**src/rtl/nvm_spi_reader_if.sv**
```systemverilog
// Requester handshake and SPI pin bundle for nvm_spi_reader.
// The abort/aborted pair exists only when NVM_SPI_ABORT_EN is defined.
interface nvm_spi_reader_if #(
    parameter int LEN_W = 16
);
    logic             start;
    logic [15:0]      addr;
    logic [LEN_W-1:0] len;
    logic             busy;
    logic             done;
    logic [7:0]       rd_data;
    logic             rd_valid;
    logic             cs_n;
    logic             sck;
    logic             si;
    logic             so;
`ifdef NVM_SPI_ABORT_EN
    logic             abort;
    logic             aborted;

    // master: requester plus the NVM side that drives so; slave: the reader
    modport master (
        output start, addr, len, so, abort,
        input  busy, done, rd_data, rd_valid, cs_n, sck, si, aborted
    );
    modport slave (
        input  start, addr, len, so, abort,
        output busy, done, rd_data, rd_valid, cs_n, sck, si, aborted
    );
`else
    modport master (
        output start, addr, len, so,
        input  busy, done, rd_data, rd_valid, cs_n, sck, si
    );
    modport slave (
        input  start, addr, len, so,
        output busy, done, rd_data, rd_valid, cs_n, sck, si
    );
`endif
endinterface

```
**src/rtl/nvm_spi_reader.sv**
```systemverilog
// SPI mode-0 master issuing READ (0x03) + 16-bit address, streaming bytes back.
// Optional abort support is compiled in with NVM_SPI_ABORT_EN.
module nvm_spi_reader #(
    parameter int CLK_DIV = 4,
    parameter int LEN_W   = 16
) (
    input logic             clk,
    input logic             rst_n,
    nvm_spi_reader_if.slave bus
);
    localparam logic [2:0] IDLE = 3'd0;
    localparam logic [2:0] CMD  = 3'd1;
    localparam logic [2:0] ADDR = 3'd2;
    localparam logic [2:0] DATA = 3'd3;
    localparam logic [2:0] TAIL = 3'd4;
    localparam logic [2:0] GAP  = 3'd5;

    localparam logic [7:0] READ_OP   = 8'h03;
    localparam logic [8:0] HALF_LAST = 9'(CLK_DIV - 1);
    localparam logic [8:0] GAP_LAST  = 9'(2 * CLK_DIV - 1);

    logic [2:0]       state_reg;
    logic [8:0]       div_reg;
    logic [4:0]       bit_reg;
    logic [22:0]      out_sr_reg;
    logic [7:0]       in_sr_reg;
    logic [LEN_W-1:0] byte_cnt_reg;
    logic             byte_pend_reg;
    logic             cs_n_reg;
    logic             sck_reg;
    logic             si_reg;
    logic             busy_reg;
    logic             done_reg;
    logic [7:0]       rd_data_reg;
    logic             rd_valid_reg;
    logic             half_end;
    logic             abort_req;

    assign half_end = (div_reg == HALF_LAST);

`ifdef NVM_SPI_ABORT_EN
    logic abort_flag_reg;
    logic aborted_reg;
    assign abort_req   = bus.abort && (state_reg == CMD || state_reg == ADDR || state_reg == DATA);
    assign bus.aborted = aborted_reg;
`else
    assign abort_req = 1'b0;
`endif

    always_ff @(posedge clk or negedge rst_n) begin
        if (!rst_n) begin
            state_reg     <= IDLE;
            div_reg       <= '0;
            bit_reg       <= '0;
            out_sr_reg    <= '0;
            in_sr_reg     <= '0;
            byte_cnt_reg  <= '0;
            byte_pend_reg <= 1'b0;
            cs_n_reg      <= 1'b1;
            sck_reg       <= 1'b0;
            si_reg        <= 1'b0;
            busy_reg      <= 1'b0;
            done_reg      <= 1'b0;
            rd_data_reg   <= '0;
            rd_valid_reg  <= 1'b0;
`ifdef NVM_SPI_ABORT_EN
            abort_flag_reg <= 1'b0;
            aborted_reg    <= 1'b0;
`endif
        end else begin
            done_reg     <= 1'b0;
            rd_valid_reg <= 1'b0;
`ifdef NVM_SPI_ABORT_EN
            aborted_reg  <= 1'b0;
`endif
            // Byte completed on the previous rising sck is published one edge later
            if (byte_pend_reg && !abort_req) begin
                rd_valid_reg  <= 1'b1;
                rd_data_reg   <= in_sr_reg;
                byte_pend_reg <= 1'b0;
            end

            case (state_reg)
                IDLE: begin
                    div_reg <= '0;
                    // A start coinciding with done is dropped; requester re-asserts
                    if (bus.start && !done_reg) begin
                        if (bus.len == '0) begin
                            done_reg <= 1'b1;
                        end else begin
                            out_sr_reg   <= {READ_OP[6:0], bus.addr};
                            si_reg       <= READ_OP[7];
                            cs_n_reg     <= 1'b0;
                            busy_reg     <= 1'b1;
                            byte_cnt_reg <= bus.len;
                            bit_reg      <= '0;
                            state_reg    <= CMD;
                        end
                    end
                end
                CMD, ADDR, DATA: begin
                    if (abort_req) begin
                        sck_reg       <= 1'b0;
                        si_reg        <= 1'b0;
                        div_reg       <= '0;
                        byte_pend_reg <= 1'b0;
                        state_reg     <= TAIL;
`ifdef NVM_SPI_ABORT_EN
                        abort_flag_reg <= 1'b1;
`endif
                    end else if (!half_end) begin
                        div_reg <= div_reg + 9'd1;
                    end else begin
                        div_reg <= '0;
                        sck_reg <= !sck_reg;
                        if (!sck_reg) begin
                            if (state_reg == DATA) begin
                                in_sr_reg <= {in_sr_reg[6:0], bus.so};
                                if (bit_reg == 5'd7)
                                    byte_pend_reg <= 1'b1;
                            end
                        end else if (state_reg == DATA) begin
                            if (bit_reg == 5'd7) begin
                                bit_reg      <= '0;
                                byte_cnt_reg <= byte_cnt_reg - LEN_W'(1);
                                if (byte_cnt_reg == LEN_W'(1))
                                    state_reg <= TAIL;
                            end else begin
                                bit_reg <= bit_reg + 5'd1;
                            end
                        end else begin
                            // End of a CMD/ADDR bit: present the next outgoing bit
                            si_reg     <= out_sr_reg[22];
                            out_sr_reg <= {out_sr_reg[21:0], 1'b0};
                            bit_reg    <= bit_reg + 5'd1;
                            if (state_reg == CMD && bit_reg == 5'd7)
                                state_reg <= ADDR;
                            if (state_reg == ADDR && bit_reg == 5'd23) begin
                                state_reg <= DATA;
                                si_reg    <= 1'b0;
                                bit_reg   <= '0;
                            end
                        end
                    end
                end
                TAIL: begin
                    if (half_end) begin
                        cs_n_reg  <= 1'b1;
                        div_reg   <= '0;
                        state_reg <= GAP;
                    end else begin
                        div_reg <= div_reg + 9'd1;
                    end
                end
                GAP: begin
                    if (div_reg == GAP_LAST) begin
                        done_reg  <= 1'b1;
                        busy_reg  <= 1'b0;
                        div_reg   <= '0;
                        state_reg <= IDLE;
`ifdef NVM_SPI_ABORT_EN
                        aborted_reg    <= abort_flag_reg;
                        abort_flag_reg <= 1'b0;
`endif
                    end else begin
                        div_reg <= div_reg + 9'd1;
                    end
                end
                default: state_reg <= IDLE;
            endcase
        end
    end

    assign bus.busy     = busy_reg;
    assign bus.done     = done_reg;
    assign bus.rd_data  = rd_data_reg;
    assign bus.rd_valid = rd_valid_reg;
    assign bus.cs_n     = cs_n_reg;
    assign bus.sck      = sck_reg;
    assign bus.si       = si_reg;
endmodule
```
**src/flat_wrapper.sv**
```systemverilog
// flat-port wrapper written by rule: the top's interface ports become plain ports
module nvm_spi_reader_flat 
#(
    parameter int CLK_DIV = 4,
    parameter int LEN_W   = 16
)
  (clk, rst_n, bus_start, bus_addr, bus_len, bus_so, bus_busy, bus_done, bus_rd_data, bus_rd_valid, bus_cs_n, bus_sck, bus_si);
  nvm_spi_reader_if #(.LEN_W(LEN_W)) bus_i ();
  input logic clk;
  input logic rst_n;
  input wire logic [$bits(bus_i.start)-1:0] bus_start;
  input wire logic [$bits(bus_i.addr)-1:0] bus_addr;
  input wire logic [$bits(bus_i.len)-1:0] bus_len;
  input wire logic [$bits(bus_i.so)-1:0] bus_so;
  output wire logic [$bits(bus_i.busy)-1:0] bus_busy;
  output wire logic [$bits(bus_i.done)-1:0] bus_done;
  output wire logic [$bits(bus_i.rd_data)-1:0] bus_rd_data;
  output wire logic [$bits(bus_i.rd_valid)-1:0] bus_rd_valid;
  output wire logic [$bits(bus_i.cs_n)-1:0] bus_cs_n;
  output wire logic [$bits(bus_i.sck)-1:0] bus_sck;
  output wire logic [$bits(bus_i.si)-1:0] bus_si;
  assign bus_i.start = bus_start;
  assign bus_i.addr = bus_addr;
  assign bus_i.len = bus_len;
  assign bus_i.so = bus_so;
  assign bus_busy = bus_i.busy;
  assign bus_done = bus_i.done;
  assign bus_rd_data = bus_i.rd_data;
  assign bus_rd_valid = bus_i.rd_valid;
  assign bus_cs_n = bus_i.cs_n;
  assign bus_sck = bus_i.sck;
  assign bus_si = bus_i.si;
  nvm_spi_reader #(.CLK_DIV(CLK_DIV), .LEN_W(LEN_W)) u_core (.clk(clk), .rst_n(rst_n), .bus(bus_i));
endmodule
```
**config.mk**
```make
export PLATFORM = sky130hd
export DESIGN_NAME = nvm_spi_reader_flat
export DESIGN_NICKNAME = d
export VERILOG_FILES = /design/src/rtl/nvm_spi_reader_if.sv /design/src/rtl/nvm_spi_reader.sv /design/src/flat_wrapper.sv
export SDC_FILE = /design/constraint.sdc
export NUM_CORES = 1
export LEC_CHECK = 0
export CAP_MARGIN = 10
export CORE_ASPECT_RATIO = 0.6
export CORE_MARGIN = 3
export CORE_UTILIZATION = 45
export DETAILED_ROUTE_END_ITERATION = 8
export HOLD_SLACK_MARGIN = 0.02
export PLACE_DENSITY = 0.67
export SETUP_SLACK_MARGIN = 0.4
export SLEW_MARGIN = 0
export SYNTH_ARGS = -nofsm -noshare
export SYNTH_HDL_FRONTEND = slang
export SYNTH_SLANG_ARGS = --single-unit
```
**constraint.sdc**
```tcl
create_clock -name clk -period 3.3 [get_ports clk]
set_clock_uncertainty 0.2 [all_clocks]
set_input_delay 0.495 -clock clk [delete_from_list [all_inputs] [get_ports clk]]
set_output_delay 0.495 -clock clk [all_outputs]
set_load 0.01 [all_outputs]
```
After elaboration in Yosys (flattened, before gate mapping):

Cells that the tools add are included.

* $add $sub $neg: 3
* equality and inequality tests: 22
* mux-type cells: 59
* bitwise gates (word level): 1
* reduce and logical (&&, ||, !) cells: 21

Operators with widths (count)
* two-way mux 23 bit: 5
* two-way mux 16 bit: 6
* one-hot mux 23 bit (2 select lines): 1
* two-way mux 5 bit: 7
* two-way mux 3 bit: 11
* one-hot mux 16 bit (2 select lines): 1
* one-hot mux 9 bit (3 select lines): 1
* two-way mux 1 bit: 19
* two-way mux 9 bit: 2
* == test 16 x 1 -> 1 bit, second input constant: 1
* logical NOT 16 bit: 1
* subtractor 16 x 1 -> 16 bit, second input constant: 1
* != test 2 x 1 -> 1 bit, second input constant: 7
* one-hot mux 3 bit (4 select lines): 1
* AND reduction 4 bit: 3
* one-hot mux 5 bit (2 select lines): 1
* adder 9 x 1 -> 9 bit, second input constant: 1
* == test 9 x 2 -> 1 bit, second input constant: 1
* == test 9 x 3 -> 1 bit, second input constant: 1
* AND reduction 9 bit: 1
* one-hot mux 1 bit (2 select lines): 4
* AND reduction 7 bit: 1
* == test 3 x 2 -> 1 bit, second input constant: 2
* == test 3 bit, second input constant: 2
* other kinds (18): 25

* register bits after elaboration: 79
* bits of input ports: 36
* output and inout bits: 14

Longest topological paths before layout:

* depth in word-level cells: 8
* mapped depth: 8
* mapped depth without buffers: 7

Worst setup path after synthesis:

OpenSTA, ideal clock, no wires.

* path type: reg2reg
* start point: reg u_core.div_reg[0]
* end point: reg u_core.in_sr_reg[0]
* setup time: 0.125 ns
* data arrival time: 2.184 ns
* data required time: 2.975 ns
* slack: 0.791 ns
* stages on the path, launching flop included: 6
* clock period less this slack: 2.509 ns
* cell sequence: dfrtp_1 ha_1 or4b_2 or3_1 nor3_4 mux2_2

* cells in the longest elaborated chain, start to end: 2

RTL lines
* start: declaration: RTL line nvm_spi_reader.sv:23 `logic [8:0] div_reg;`
* start signal: assignment: RTL line nvm_spi_reader.sv:112 `div_reg <= div_reg + 9'd1;`
* start signal: assignment: RTL line nvm_spi_reader.sv:152 `div_reg <= div_reg + 9'd1;`
* start signal: assignment: RTL line nvm_spi_reader.sv:166 `div_reg <= div_reg + 9'd1;`
* == test 9 x 2 -> 1 bit: RTL line nvm_spi_reader.sv:39 `assign half_end = (div_reg == HALF_LAST);`
* AND reduction 4 bit (no source line)
* end signal: assignment: RTL line nvm_spi_reader.sv:118 `in_sr_reg <= {in_sr_reg[6:0], bus.so};`
* end: declaration: RTL line nvm_spi_reader.sv:26 `logic [7:0] in_sr_reg;`

Every way passes these cells.
A chain may end at the register's enable or synchronous reset.

Final worst setup path:

* start point: in bus_len[13]
* end point: reg u_core.out_sr_reg[3]

* cells in the longest elaborated chain, start to end: 3

RTL lines
* start: declaration: RTL line flat_wrapper.sv:13 `input wire logic [$bits(bus_i.len)-1:0] bus_len;`
* logical NOT 16 bit: RTL line nvm_spi_reader.sv:88 `if (bus.len == '0) begin`
* != test 2 bit (no source line)
* AND reduction 6 bit (no source line)
* end signal: assignment: RTL line nvm_spi_reader.sv:91 `out_sr_reg <= {READ_OP[6:0], bus.addr};`
* end signal: assignment: RTL line nvm_spi_reader.sv:134 `out_sr_reg <= {out_sr_reg[21:0], 1'b0};`
* end: declaration: RTL line nvm_spi_reader.sv:25 `logic [22:0] out_sr_reg;`

Every way passes these cells.

==> results.toml <==
[floorplanning]
fp.dieH_um = 79.96
initial_utilization = 0.4723
rows = 26
die_w_um = 129.3
core_area_um2 = 8686
io_pins = 50
dieArea_um2 = 10340

[drt]
via_per_inst = 5.732
vias = 3319
postRouteAntennaNets = 0
dr.first_iter.drc_count = 297
wire_per_inst_um = 16.31
dr.pass1.iters = 5
wl_mm = 9.445
drc_errors = 0

[clock_tree]
clockBufferDepth = 2
cts_root_buf = "clkbuf_16"
clk_pin_slew_ns = 0.06
clkSinkCount = 79
clk_latency_ns = 0.34
htree_levels = 3
cts_tree = "built"
cts-buffers-inserted = 9

[worst_setup_path]
critPathArrivalTime_ns = 2.80
slowest_delay_ns = 0.54
crit_type = "in2reg"
ff2ff_path_depth = 5
crit_buf_inv = 2
crit_chain = "clkdlybuf4s50_1, nor4_1, a41oi_1, a221oi_1, a211o_1, buf_12, mux2_2"
cp-start-kind = "input port"
crit_family = "compound AO/OA/AOI/OAI gates"
slowest_stage = "nor4_1"
cp-end-kind = "flop"
crit_required_ns = 3.32
critPathMaxFanout = 24
cp_num_cells = 7

[synthesis]
synth_common_cells = "dfrtp_1, nor2_1, o21ai_0, nand2_1, mux2_2"
synth_top_area_cell = "dfrtp_1"
ys_warn_count = 0
ys_async_sr_fraction = 1.000
synth_top_area_frac = 0.4758
synthTopCellsByArea = "dfrtp_1, nor2_1, mux2_2"
synth_area_um2 = 4103
synth_seq_cells = 79
synth_edf_count = 0
synth-seq-area-share = 0.4822
synth-main-ff-cell = "dfrtp_1"
syn_avg_cell_area_um2 = 9.910
synth_cells = 414
yosysUniqueCellTypes = 60
synth.most_common_cell = "dfrtp_1"
syn_nets = 454

[pwr]
pwr-share-comb = 0.343
seqPwrFrac = 0.374
p_leak_nw = 2.200
totalPowerFinal_w = 0.004097
netSwitchingPower_w = 0.001417
switching_share = 0.3458
peakVddDrop_v = 0.0004260
power_frac_clock = 0.284
power_density_nw_per_um2 = 806.6
p_int_w = 0.002680

[layout]
final_cells = 579
n_antenna_cell = 0
nNetsFinal = 502
area_growth_pct = 23.79
largest_reg_flops = 23
nFillCells = 744
fin_util = 0.5847
drive_above_1_share = 0.1520

[timing]
report.final.setup_viol = 0
final-max-slew-violation-count = 0
fmax_mhz = 359.7
fin_tns_setup_ns = 0
hold_viol = 0
worstMarginPinSlew_ns = 1.016
rsz0062_at_grt = "false"
hold_slack_ns = 0.1160
finalCritPeriodShare = 0.8425
relSlewSlack = 0.3228
min_period_ns = 2.780

[global_route]
grt_max_degree = 80
antenna_found_initial = 0
grt_pass1_wl_mm = 16.04
grt_use_total = 0.1961
gr-total-overflow = 0
grt_pass1_vias = 3291

[run_status]
outcome = "finished, final reports clean"

[place]
place_congestion = 0.8298
dp_hpwl_mm = 6.461
placed_cells = 563
numPortBuffers = 49

[job]
maxCapViolations = 0

[hold_path]
min_path_type = "in2async"
[layout make-up]
type / instances / area, um^2 / share of cell area
clock buffers: 9 / 225.2 / 0.04435
clock inverters: 7 / 126.4 / 0.02488
inverters: 12 / 45.04 / 0.008869
multi-input cells: 301 / 1988 / 0.3915
flip-flops and latches: 79 / 1978 / 0.3895
well taps: 112 / 140.1 / 0.02759
repair buffers: 59 / 575.6 / 0.1133
[cells by family after synthesis]
group / Yosys count / synth area share
xor gates and xnor gates: 4 / 0.008541
muxes: 34 / 0.1025
and+or+nand+nor: 158 / 0.1940
buffers and inverters: 34 / 0.03904
AOI/OAI and AO/OA: 101 / 0.1616
DFF: 79 / 0.4822
adders and majority gates: 4 / 0.01220
[power groups by stage]
stage	Clock, W	Combinational (W)	Sequential, W
floorplan	0	0.00112	0.00144
global placement	0	0.00135	0.00152
global route	0.00123	0.00157	0.00157
detailed placement	0	0.00140	0.00154
finish	0.00116	0.00140	0.00153
CTS	0.00119	0.00141	0.00153
[cells in the final DEF, fill, tap and decap left out, types with 3 or more instances in the layout]
cell | netlist | routed
dfrtp_1 | 78 | 78
nor2_1 | 65 | 65
clkdlybuf4s50_1 | 0 | 48
o21ai_0 | 31 | 31
nand2_1 | 28 | 28
mux2_2 | 20 | 20
a21oi_1 | 18 | 18
inv_1 | 12 | 12
nor3_1 | 11 | 11
mux2_4 | 11 | 11
buf_4 | 0 | 10
clkbuf_16 | 0 | 9
nand3_1 | 8 | 8
a22o_1 | 8 | 8
a22oi_1 | 7 | 7
nor4_1 | 8 | 6
or3_1 | 6 | 6
o22ai_1 | 6 | 6
nand4_1 | 4 | 4
nor2b_1 | 4 | 4
o31ai_1 | 4 | 4
ha_1 | 4 | 4
or4_1 | 3 | 3
a31oi_1 | 3 | 3
a41oi_1 | 3 | 3
mux2i_1 | 3 | 3
a32oi_1 | 3 | 3
o2bb2ai_1 | 3 | 3
a2bb2oi_1 | 3 | 3
bufinv_16 | 0 | 3
[per-stage QoR]
stage	area, um^2	worst slack [ns]
6_report	5079	0.5198
5_1_grt	5079	0.4090
4_1_cts	5066	0.5120
3_5_place_dp	4715	0.1883
3_3_place_gp	4715	0.1904
2_1_floorplan	4103	0.7908
[path summary, 6_finish.rpt]
kind | from | end | slack, ns
setup / recovery | bus_len[13] | u_core.out_sr_reg[3]$_DFFE_PN0P_ | 0.52
hold / removal | rst_n | u_core.bus.rd_data[5]$_DFFE_PN0P_ | 0.12
setup reg to reg | u_core.div_reg[0]$_DFFE_PN0P_ | u_core.in_sr_reg[6]$_DFFE_PN0P_ | 0.55
hold reg to reg | u_core.out_sr_reg[19]$_DFFE_PN0P_ | u_core.out_sr_reg[20]$_DFFE_PN0P_ | 0.30
max in group asynchronous | rst_n | u_core.div_reg[3]$_DFFE_PN0P_ | 2.11
min in group clk | u_core.out_sr_reg[19]$_DFFE_PN0P_ | u_core.out_sr_reg[20]$_DFFE_PN0P_ | 0.30
[per-layer routing]
| metal | vias up | global-route usage | part of all wire |
|---|---|---|---|
| met2 | 113 | 0.2774 | 0.42 |
| met5 | - | 0 | 0 |
| met3 | 10 | 0.05481 | 0.068 |
| li1 | 1609 | - | - |
| met4 | 0 | 0.06604 | 0.0067 |
| met1 | 1587 | 0.2874 | 0.51 |
[repair_timing]
item,CTS,global route
setup buffers,0,0
setup endpoints to repair,0,4
resized for setup,0,2
hold buffers,0,0
No activity file was read; power rests on OpenSTA's default activity.
